<file path="src/rtl/lfsr_arbiter.sv">
// lfsr_arbiter: round-robin scheduler that shares one LFSR among NUM_REQ requesters.
// Define LFSR_ARB_STATS_EN to enable the delivered-word counter on word_count.
module lfsr_arbiter #(
    parameter int NUM_REQ = 2,
    parameter int WIDTH   = 7,
    parameter int TIMEOUT = 4
) (
    input  logic               clk,
    input  logic               reset,
    input  logic [NUM_REQ-1:0] req,
    input  logic               seed_load,
    input  logic [WIDTH-1:0]   seed_val,
    output logic               LFSRiniciar,
    output logic               s_cargar,
    output logic [WIDTH-1:0]   s_valor,
    input  logic [WIDTH-1:0]   LFSRdato,
    input  logic               LFSRvalido,
    output logic [NUM_REQ-1:0] gnt,
    output logic [WIDTH-1:0]   rnd_data,
    output logic [NUM_REQ-1:0] rnd_valid,
    output logic               seed_pend,
    output logic               err,
    output logic [15:0]        word_count
);
    localparam int IDX_W  = $clog2(NUM_REQ);
    localparam int SCAN_W = IDX_W + 1;
    localparam int CNT_W  = $clog2(TIMEOUT);

    typedef enum logic [1:0] {IDLE, SEED, STEP, WAIT} state_t;

    state_t             state_q, state_d;
    logic [IDX_W-1:0]   rr_ptr_q, rr_ptr_d;
    logic [IDX_W-1:0]   own_q, own_d;
    logic [IDX_W-1:0]   pick_idx;
    logic               pick_found;
    logic [SCAN_W-1:0]  scan;
    logic [CNT_W-1:0]   cnt_q, cnt_d;
    logic [WIDTH-1:0]   seed_q, seed_d;
    logic               iniciar_q, iniciar_d;
    logic               cargar_q, cargar_d;
    logic [WIDTH-1:0]   s_valor_q, s_valor_d;
    logic [NUM_REQ-1:0] gnt_q, gnt_d;
    logic [WIDTH-1:0]   rnd_data_q, rnd_data_d;
    logic [NUM_REQ-1:0] rnd_valid_q, rnd_valid_d;
    logic               seed_pend_q, seed_pend_d;
    logic               err_q, err_d;

    // First requesting index at or above rr_ptr, wrapping around.
    always_comb begin
        pick_found = 1'b0;
        pick_idx   = '0;
        scan       = '0;
        for (int i = 0; i < NUM_REQ; i++) begin
            scan = {1'b0, rr_ptr_q} + SCAN_W'(i);
            if (scan >= SCAN_W'(NUM_REQ)) begin
                scan = scan - SCAN_W'(NUM_REQ);
            end
            if (!pick_found && req[scan[IDX_W-1:0]]) begin
                pick_found = 1'b1;
                pick_idx   = scan[IDX_W-1:0];
            end
        end
    end

    always_comb begin
        state_d     = state_q;
        rr_ptr_d    = rr_ptr_q;
        own_d       = own_q;
        cnt_d       = cnt_q;
        seed_d      = seed_q;
        iniciar_d   = 1'b0;
        cargar_d    = 1'b0;
        s_valor_d   = '0;
        gnt_d       = gnt_q;
        rnd_data_d  = rnd_data_q;
        rnd_valid_d = '0;
        seed_pend_d = seed_pend_q;
        err_d       = err_q;

        case (state_q)
            IDLE: begin
                if (seed_pend_q) begin
                    state_d = SEED;
                end else if (pick_found) begin
                    gnt_d   = NUM_REQ'(1) << pick_idx;
                    own_d   = pick_idx;
                    state_d = STEP;
                end
            end
            SEED: begin
                cargar_d    = 1'b1;
                s_valor_d   = seed_q;
                seed_pend_d = 1'b0;
                state_d     = IDLE;
            end
            STEP: begin
                iniciar_d = 1'b1;
                cnt_d     = '0;
                state_d   = WAIT;
            end
            WAIT: begin
                if (LFSRvalido) begin
                    rnd_data_d  = LFSRdato;
                    rnd_valid_d = gnt_q;
                    rr_ptr_d    = (own_q == IDX_W'(NUM_REQ - 1)) ? '0 : own_q + 1'b1;
                    gnt_d       = '0;
                    state_d     = IDLE;
                end else if (cnt_q == CNT_W'(TIMEOUT - 1)) begin
                    // Lost response: pointer stays put so the same requester can retry.
                    err_d   = 1'b1;
                    gnt_d   = '0;
                    state_d = IDLE;
                end else begin
                    cnt_d = cnt_q + 1'b1;
                end
            end
            default: state_d = IDLE;
        endcase

        // A new seed_load wins over the clear issued by SEED in the same cycle.
        if (seed_load) begin
            seed_d      = seed_val;
            seed_pend_d = 1'b1;
        end
    end

    always_ff @(posedge clk) begin
        if (!reset) begin
            state_q     <= IDLE;
            rr_ptr_q    <= '0;
            own_q       <= '0;
            cnt_q       <= '0;
            seed_q      <= '0;
            iniciar_q   <= 1'b0;
            cargar_q    <= 1'b0;
            s_valor_q   <= '0;
            gnt_q       <= '0;
            rnd_data_q  <= '0;
            rnd_valid_q <= '0;
            seed_pend_q <= 1'b0;
            err_q       <= 1'b0;
        end else begin
            state_q     <= state_d;
            rr_ptr_q    <= rr_ptr_d;
            own_q       <= own_d;
            cnt_q       <= cnt_d;
            seed_q      <= seed_d;
            iniciar_q   <= iniciar_d;
            cargar_q    <= cargar_d;
            s_valor_q   <= s_valor_d;
            gnt_q       <= gnt_d;
            rnd_data_q  <= rnd_data_d;
            rnd_valid_q <= rnd_valid_d;
            seed_pend_q <= seed_pend_d;
            err_q       <= err_d;
        end
    end

    assign LFSRiniciar = iniciar_q;
    assign s_cargar    = cargar_q;
    assign s_valor     = s_valor_q;
    assign gnt         = gnt_q;
    assign rnd_data    = rnd_data_q;
    assign rnd_valid   = rnd_valid_q;
    assign seed_pend   = seed_pend_q;
    assign err         = err_q;

`ifdef LFSR_ARB_STATS_EN
    logic [15:0] word_count_q, word_count_d;

    always_comb begin
        word_count_d = word_count_q;
        if (|rnd_valid_d) begin
            word_count_d = word_count_q + 16'd1;
        end
    end

    always_ff @(posedge clk) begin
        if (!reset) begin
            word_count_q <= '0;
        end else begin
            word_count_q <= word_count_d;
        end
    end

    assign word_count = word_count_q;
`else
    assign word_count = 16'd0;
`endif

endmodule

</file>
<file path="config.mk">
export PLATFORM = sky130hd
export DESIGN_NAME = lfsr_arbiter
export DESIGN_NICKNAME = d
export VERILOG_FILES = /design/src/rtl/lfsr_arbiter.sv
export SDC_FILE = /design/constraint.sdc
export NUM_CORES = 1
export LEC_CHECK = 0
export CORE_MARGIN = 2
export CORE_UTILIZATION = 38
export DETAILED_ROUTE_END_ITERATION = 10
export PLACE_DENSITY = 0.75
export REMOVE_ABC_BUFFERS = 1
export SYNTH_ARGS = -nofsm -noshare
export SYNTH_HDL_FRONTEND = slang
export SYNTH_SLANG_ARGS = --single-unit
</file>
<file path="constraint.sdc">
create_clock -name clk -period 1.35 [get_ports clk]
set_clock_uncertainty 0.15 [all_clocks]
set_input_delay 0.405 -clock clk [delete_from_list [all_inputs] [get_ports clk]]
set_output_delay 0.405 -clock clk [all_outputs]
set_load 0.05 [all_outputs]
</file>
[Yosys cells after proc, flatten, opt, wreduce, memory -nomap -nowiden]
Cells that the tools add are included.
Word-level totals
  input bits: 20
  bits in registers: 35
  output and inout port bits: 38
  word-level logic and storage cells: 75
Operators by class
  equality and inequality tests: 10
  $lt $le $gt $ge: 4
  bitwise operators: 2
  reductions and logical operators: 14
  mux-type cells: 26
  shifts and indexed selects: 1
  add/sub/neg operators: 5
Operators by type and width (count)
  2-bit 2-to-1 mux: 8
  1-bit 2-to-1 mux: 15
  3-bit AND reduction: 4
  2-bit inequality test (second input constant): 4
  2-bit case mux with 2 select lines: 2
  2-bit case mux with 4 select lines: 1
  2-bit == test (second input constant): 3
  3-bit inequality test (second input constant): 2
  2-bit AND reduction: 3
  2-bit nonzero test: 3
  1-bit by 2-bit < comparator with 1-bit output (second input constant): 2
  4-bit AND reduction: 1
  1-bit by 1-bit adder with 2-bit output (second input constant): 1
  2-bit by 1-bit adder with 2-bit output (second input constant): 1
  2-bit by 1-bit == test with 1-bit output (second input constant): 1
  1-bit by 2-bit >= comparator with 1-bit output (second input constant): 1
  2-bit >= comparator (second input constant): 1
  2-bit zero test: 1
  1-bit inverter: 2
  1-bit by 1-bit left shift with 2-bit output (first input constant): 1
  1-bit subtractor (second input constant): 2
  1-bit adder (second input constant): 1
  1-bit logical AND: 1
  1-bit zero test: 1

[Logic depth before layout (Yosys ltp)]
  depth in word-level cells: 12
  depth in mapped cells: 5
  depth with buffers taken out: 4

[Worst setup path after synthesis]
OpenSTA, ideal clock, no wires.
  path kind: register -> register
  start: register seed_pend_q, in the netlist seed_pend
  end: register gnt_q[0], in the netlist gnt[0]
  setup slack: -0.081 ns
  cell stages (with the launch flop): 4
  arrival: 1.164 ns
  library setup time: 0.116 ns
  buffers on the path: 0
  clock period less this slack: 1.431 ns
  data required time: 1.084 ns
  cells stage by stage: dfxtp_1 > nor3_4 > and2_4 > a41o_1
On the way
  word-level cells in the longest chain between the ends: 2
Ends and longest elaborated chain
  from (decl): line 45  | logic seed_pend_q, seed_pend_d;
  from (signal assigned): line 154  | seed_pend_q <= seed_pend_d;
  2-bit inequality test (no line)
  4-bit AND reduction (no line)
  to (signal assigned): line 151  | gnt_q <= gnt_d;
  to (decl): line 42  | logic [NUM_REQ-1:0] gnt_q, gnt_d;
No other way between the ends.
A chain may end at the register's enable or synchronous reset.

[Worst setup path after layout]
  start: register gnt_q[0], in the netlist gnt[0]
  end: output port gnt[0]
RTL lines
  to (decl): line 18  | output logic [NUM_REQ-1:0] gnt,
No word-level cell between the ends.

==> summary.md <==
| Metric | Value |
|---|---|
| GRT overflow | 0 |
| Combined buffer and inverter count along the critical path | 1 |
| Die Span Y | 64.6 um |
| Min-delay src | seed_q[5]$_SDFFE_PN0P_ |
| Register area share after synthesis | 50.1% |
| Number of core rows | 22 |
| Width of the die | 64.6 um |
| WL per Instance | 11.4 um |
| Reg2reg path depth | 4 |
| Crit path DAT | 780 ps |
| Final worst-path cycle share | 99.1% |
| Number of global-route vias before repair | 976 |
| Critical path startpoint category | flop |
| Total vias in the final route | 1083 |
| I/O pins | 58 |
| Class of the worst hold path | reg -> reg |
| Area growth from synthesis to layout | 58.5% |
| Core area | 3610 um^2 |
| Worst hold slack across all endpoints | 311 ps |
| Wire length of the first global-routing pass | 4200 um |
| Top delay family on crit path | flip-flops |
| CP Capture Type | output port |
| Critical path depth in cells | 1 |
| Die Area | 4180 um^2 |
| Number of clock sinks seen by CTS | 35 |
| Post-synthesis compound-gate area fraction | 11.4% |
| Average vias per placed instance | 4.44 |
| Share of synthesized cell area in and, or, nand and nor gates | 19.4% |
| Number of stages on the worst hold path | 1 |
| Overall routing resource usage | 13.0% |
| Slowest stage cell, crit path | sky130_fd_sc_hd__dfxtp_4 |
| Pin count of the biggest net entering global routing | 12 |
| Fraction of synthesized area in multiplexers | 5.01% |
| Max-cap violations | 0 |
| Final total power | 2.29 mW |
| Number of nets with antenna violations after routing | 0 |
| Number of max-slew violations in the final report | 0 |
| Cells after synthesis | 143 |
| Most used cells in the layout excluding fill and tap cells | sky130_fd_sc_hd__buf_12, sky130_fd_sc_hd__dfxtp_2, sky130_fd_sc_hd__nand2_1, sky130_fd_sc_hd__conb_1, sky130_fd_sc_hd__clkdlybuf4s50_1 |
| Largest family of logic cells by synthesized area | simple AND/OR/NAND/NOR gates |
| Insertion delay to the later sink of the worst-skew pair | 280 ps |
| Final hold vios | 0 |
| Sequence of cells on the critical path | buf_12 |
| Residual DRC | 0 |
| Share of cells above drive strength 1 | 38.8% |
| Xor and xnor fraction of the mapped netlist area | 0% |
| Total routed wirelength | 2780 um |
| RSZ-0062 raised after global routing | yes |
| Inserted Clock Buffers | 5 |
| Final sum of negative setup slack | 0 ps |
| Placer Congestion | 0.775 |
| Critical path's largest stage delay | 360 ps |
| P per Cell Area | 1040 nW/um^2 |
| Maximum resistive drop on vdd | 0.454 mV |
| Effective utilization at floorplan | 38.8% |
| Min Clock Period, post-route | 1340 ps |
| Flip-flop and latch count after synthesis | 35 |
| Ys Warns | 0 |
| Finished Core Util | 61.4% |
| Required time of the worst setup path | 800 ps |
| Max clock buf depth | 2 |
| H-tree depth reported by CTS | 2 |
| Mapped cell area | 1400 um^2 |
| Highest clock frequency the design can meet | 747 MHz |
| Mapped Avg Cell Area | 9.77 um^2 |
| Number of detailed-route iterations in the first pass | 4 |
| Estimated wirelength of the detail-placed design | 1960 um |
| Lkg Pwr | 0.928 nW |
| Category of the most critical setup path | reg -> out |
| Root Buffer Master | sky130_fd_sc_hd__clkbuf_8 |
| Launch instance of the worst register-to-register path | cnt_q[0]$_SDFFE_PN0P_ |
| Arithmetic-cell share of the synthesized area counting full adders, half adders and majority gates | 0.895% |
| Quantity of I/O buffers inserted on ports | 41 |
| Number of setup violations in the final report | 0 |
| Number of antenna violations at the first check in global routing | 0 |
| Violation count after the first detailed-routing iteration | 69 |
| Maximum fanout encountered on the critical timing path | 3 |
| Count of unique library cells instantiated by Yosys | 34 |
| Final Net Count | 216 |
| CTS clock-pin slew for the worst setup and hold paths | 70 ps |
| Outcome | complete, no violations |
| Most common cell after layout, fill and taps aside | sky130_fd_sc_hd__buf_12 |
| TritonCTS clock tree | yes |
| First element of the critical path | gnt[0]$_SDFFE_PN0P_ |
| Diode insertion count for antenna repair | 0 |
==> worst reg2reg max path, stage by stage (launching register included) <==
cell and delay [ps]:
sky130_fd_sc_hd__dfxtp_1 340, sky130_fd_sc_hd__ha_2 220, sky130_fd_sc_hd__buf_4 150, sky130_fd_sc_hd__nor4_2 260
sky130_fd_sc_hd__o21a_1 150
==> flip-flops by register name (all words and copies together) (netlist names), 2 cells and up <==
| name | flops |
|---|---|
| seed_q | 7 |
| rnd_data | 7 |
| cnt_q | 2 |
| rnd_valid | 2 |
| gnt | 2 |
| state_q | 2 |
| s_valor | 7 |
==> path summary, 6_finish.rpt <==
kind                            slack, ps               endpoint
worst max-delay path                   10                 gnt[0]
worst min-delay path                  310  s_valor[5]$_SDFF_PN0_
worst max register to register         30  cnt_q[0]$_SDFFE_PN0P_
worst min register to register        310  s_valor[5]$_SDFF_PN0_
==> synth_stat cells <==
cell	count	share of area, %
sky130_fd_sc_hd__mux2i_1	7	5.0
sky130_fd_sc_hd__and3_2	1	0.54
sky130_fd_sc_hd__nor4b_2	1	1.1
sky130_fd_sc_hd__nor3_4	1	1.2
sky130_fd_sc_hd__nand2b_1	1	0.45
sky130_fd_sc_hd__a211oi_1	1	0.54
sky130_fd_sc_hd__conb_1	1	0.27
sky130_fd_sc_hd__a21boi_0	2	1.1
sky130_fd_sc_hd__nand2_1	20	5.4
sky130_fd_sc_hd__and2_4	1	0.63
sky130_fd_sc_hd__dfxtp_1	35	50
sky130_fd_sc_hd__o31ai_1	1	0.54
sky130_fd_sc_hd__and3_1	2	0.90
sky130_fd_sc_hd__nor3b_1	2	1.1
sky130_fd_sc_hd__buf_4	16	8.6
sky130_fd_sc_hd__o21a_1	3	1.6
sky130_fd_sc_hd__nand3_1	1	0.36
sky130_fd_sc_hd__a41o_1	1	0.72
sky130_fd_sc_hd__buf_6	3	2.4
sky130_fd_sc_hd__nor2_1	9	2.4
sky130_fd_sc_hd__clkbuf_1	1	0.27
sky130_fd_sc_hd__buf_2	3	1.1
sky130_fd_sc_hd__nand2b_2	1	0.63
sky130_fd_sc_hd__nor4_1	1	0.45
sky130_fd_sc_hd__ha_1	1	0.90
sky130_fd_sc_hd__o2111ai_1	1	0.63
sky130_fd_sc_hd__or2_1	1	0.45
sky130_fd_sc_hd__a21oi_1	10	3.6
sky130_fd_sc_hd__inv_1	2	0.54
sky130_fd_sc_hd__o211a_1	1	0.72
sky130_fd_sc_hd__o21ai_0	3	1.1
sky130_fd_sc_hd__and2_1	7	3.1
sky130_fd_sc_hd__nor2_4	1	0.81
sky130_fd_sc_hd__a211oi_2	1	0.90
==> metal layers <==
metal	GRT usage [%]	wire length, um	vias to the layer above
li1	-	-	543
met3	4.69	170	10
met5	0	0	-
met1	16.2	1180	491
met2	20.6	1360	39
met4	4.79	66	0
==> logic make-up after synthesis <==
family,after synthesis
fa+ha+maj,1
compound gates,24
mux,7
buf+inv,25
other cells,1
flops,35
simple gates,50
==> report_power, final <==
part / switching [mW] / total, mW / internal (mW)
registers: 0.0456 / 1.13 / 1.08
logic: 0.265 / 0.461 / 0.196
clock network: 0.344 / 0.706 / 0.362
==> final cells by class <==
cell class	instances	area [um^2]
Tap cell	48	60.1
Multi-Input combinational cell	98	594
Inverter	2	7.51
Clock buffer	7	76.3
Fill cell	310	1390
Timing Repair Buffer	53	736
Sequential cell	35	736
Clock inverter	1	5.00
==> stage by stage <==
stage	cell area [um^2]	cells	worst slack (ps)
after global routing	2210	244	-30.4
after floorplan	1280	135	-80.5
after CTS	2160	242	-23.8
final	2210	244	11.7
after global placement	2060	234	-407
after detailed placement	2060	234	-449
==> repair_timing <==
| action | 4_1_cts | 5_1_grt |
|---|---|---|
| gates cloned | 0 | 0 |
| setup buffers | 0 | 2 |
| gates resized for setup | 18 | 20 |
| hold buffers | 0 | 0 |
| endpoints found under the setup margin | 27 | 30 |
| pin swaps | 1 | 1 |
Power figures use the tool's default switching activity.
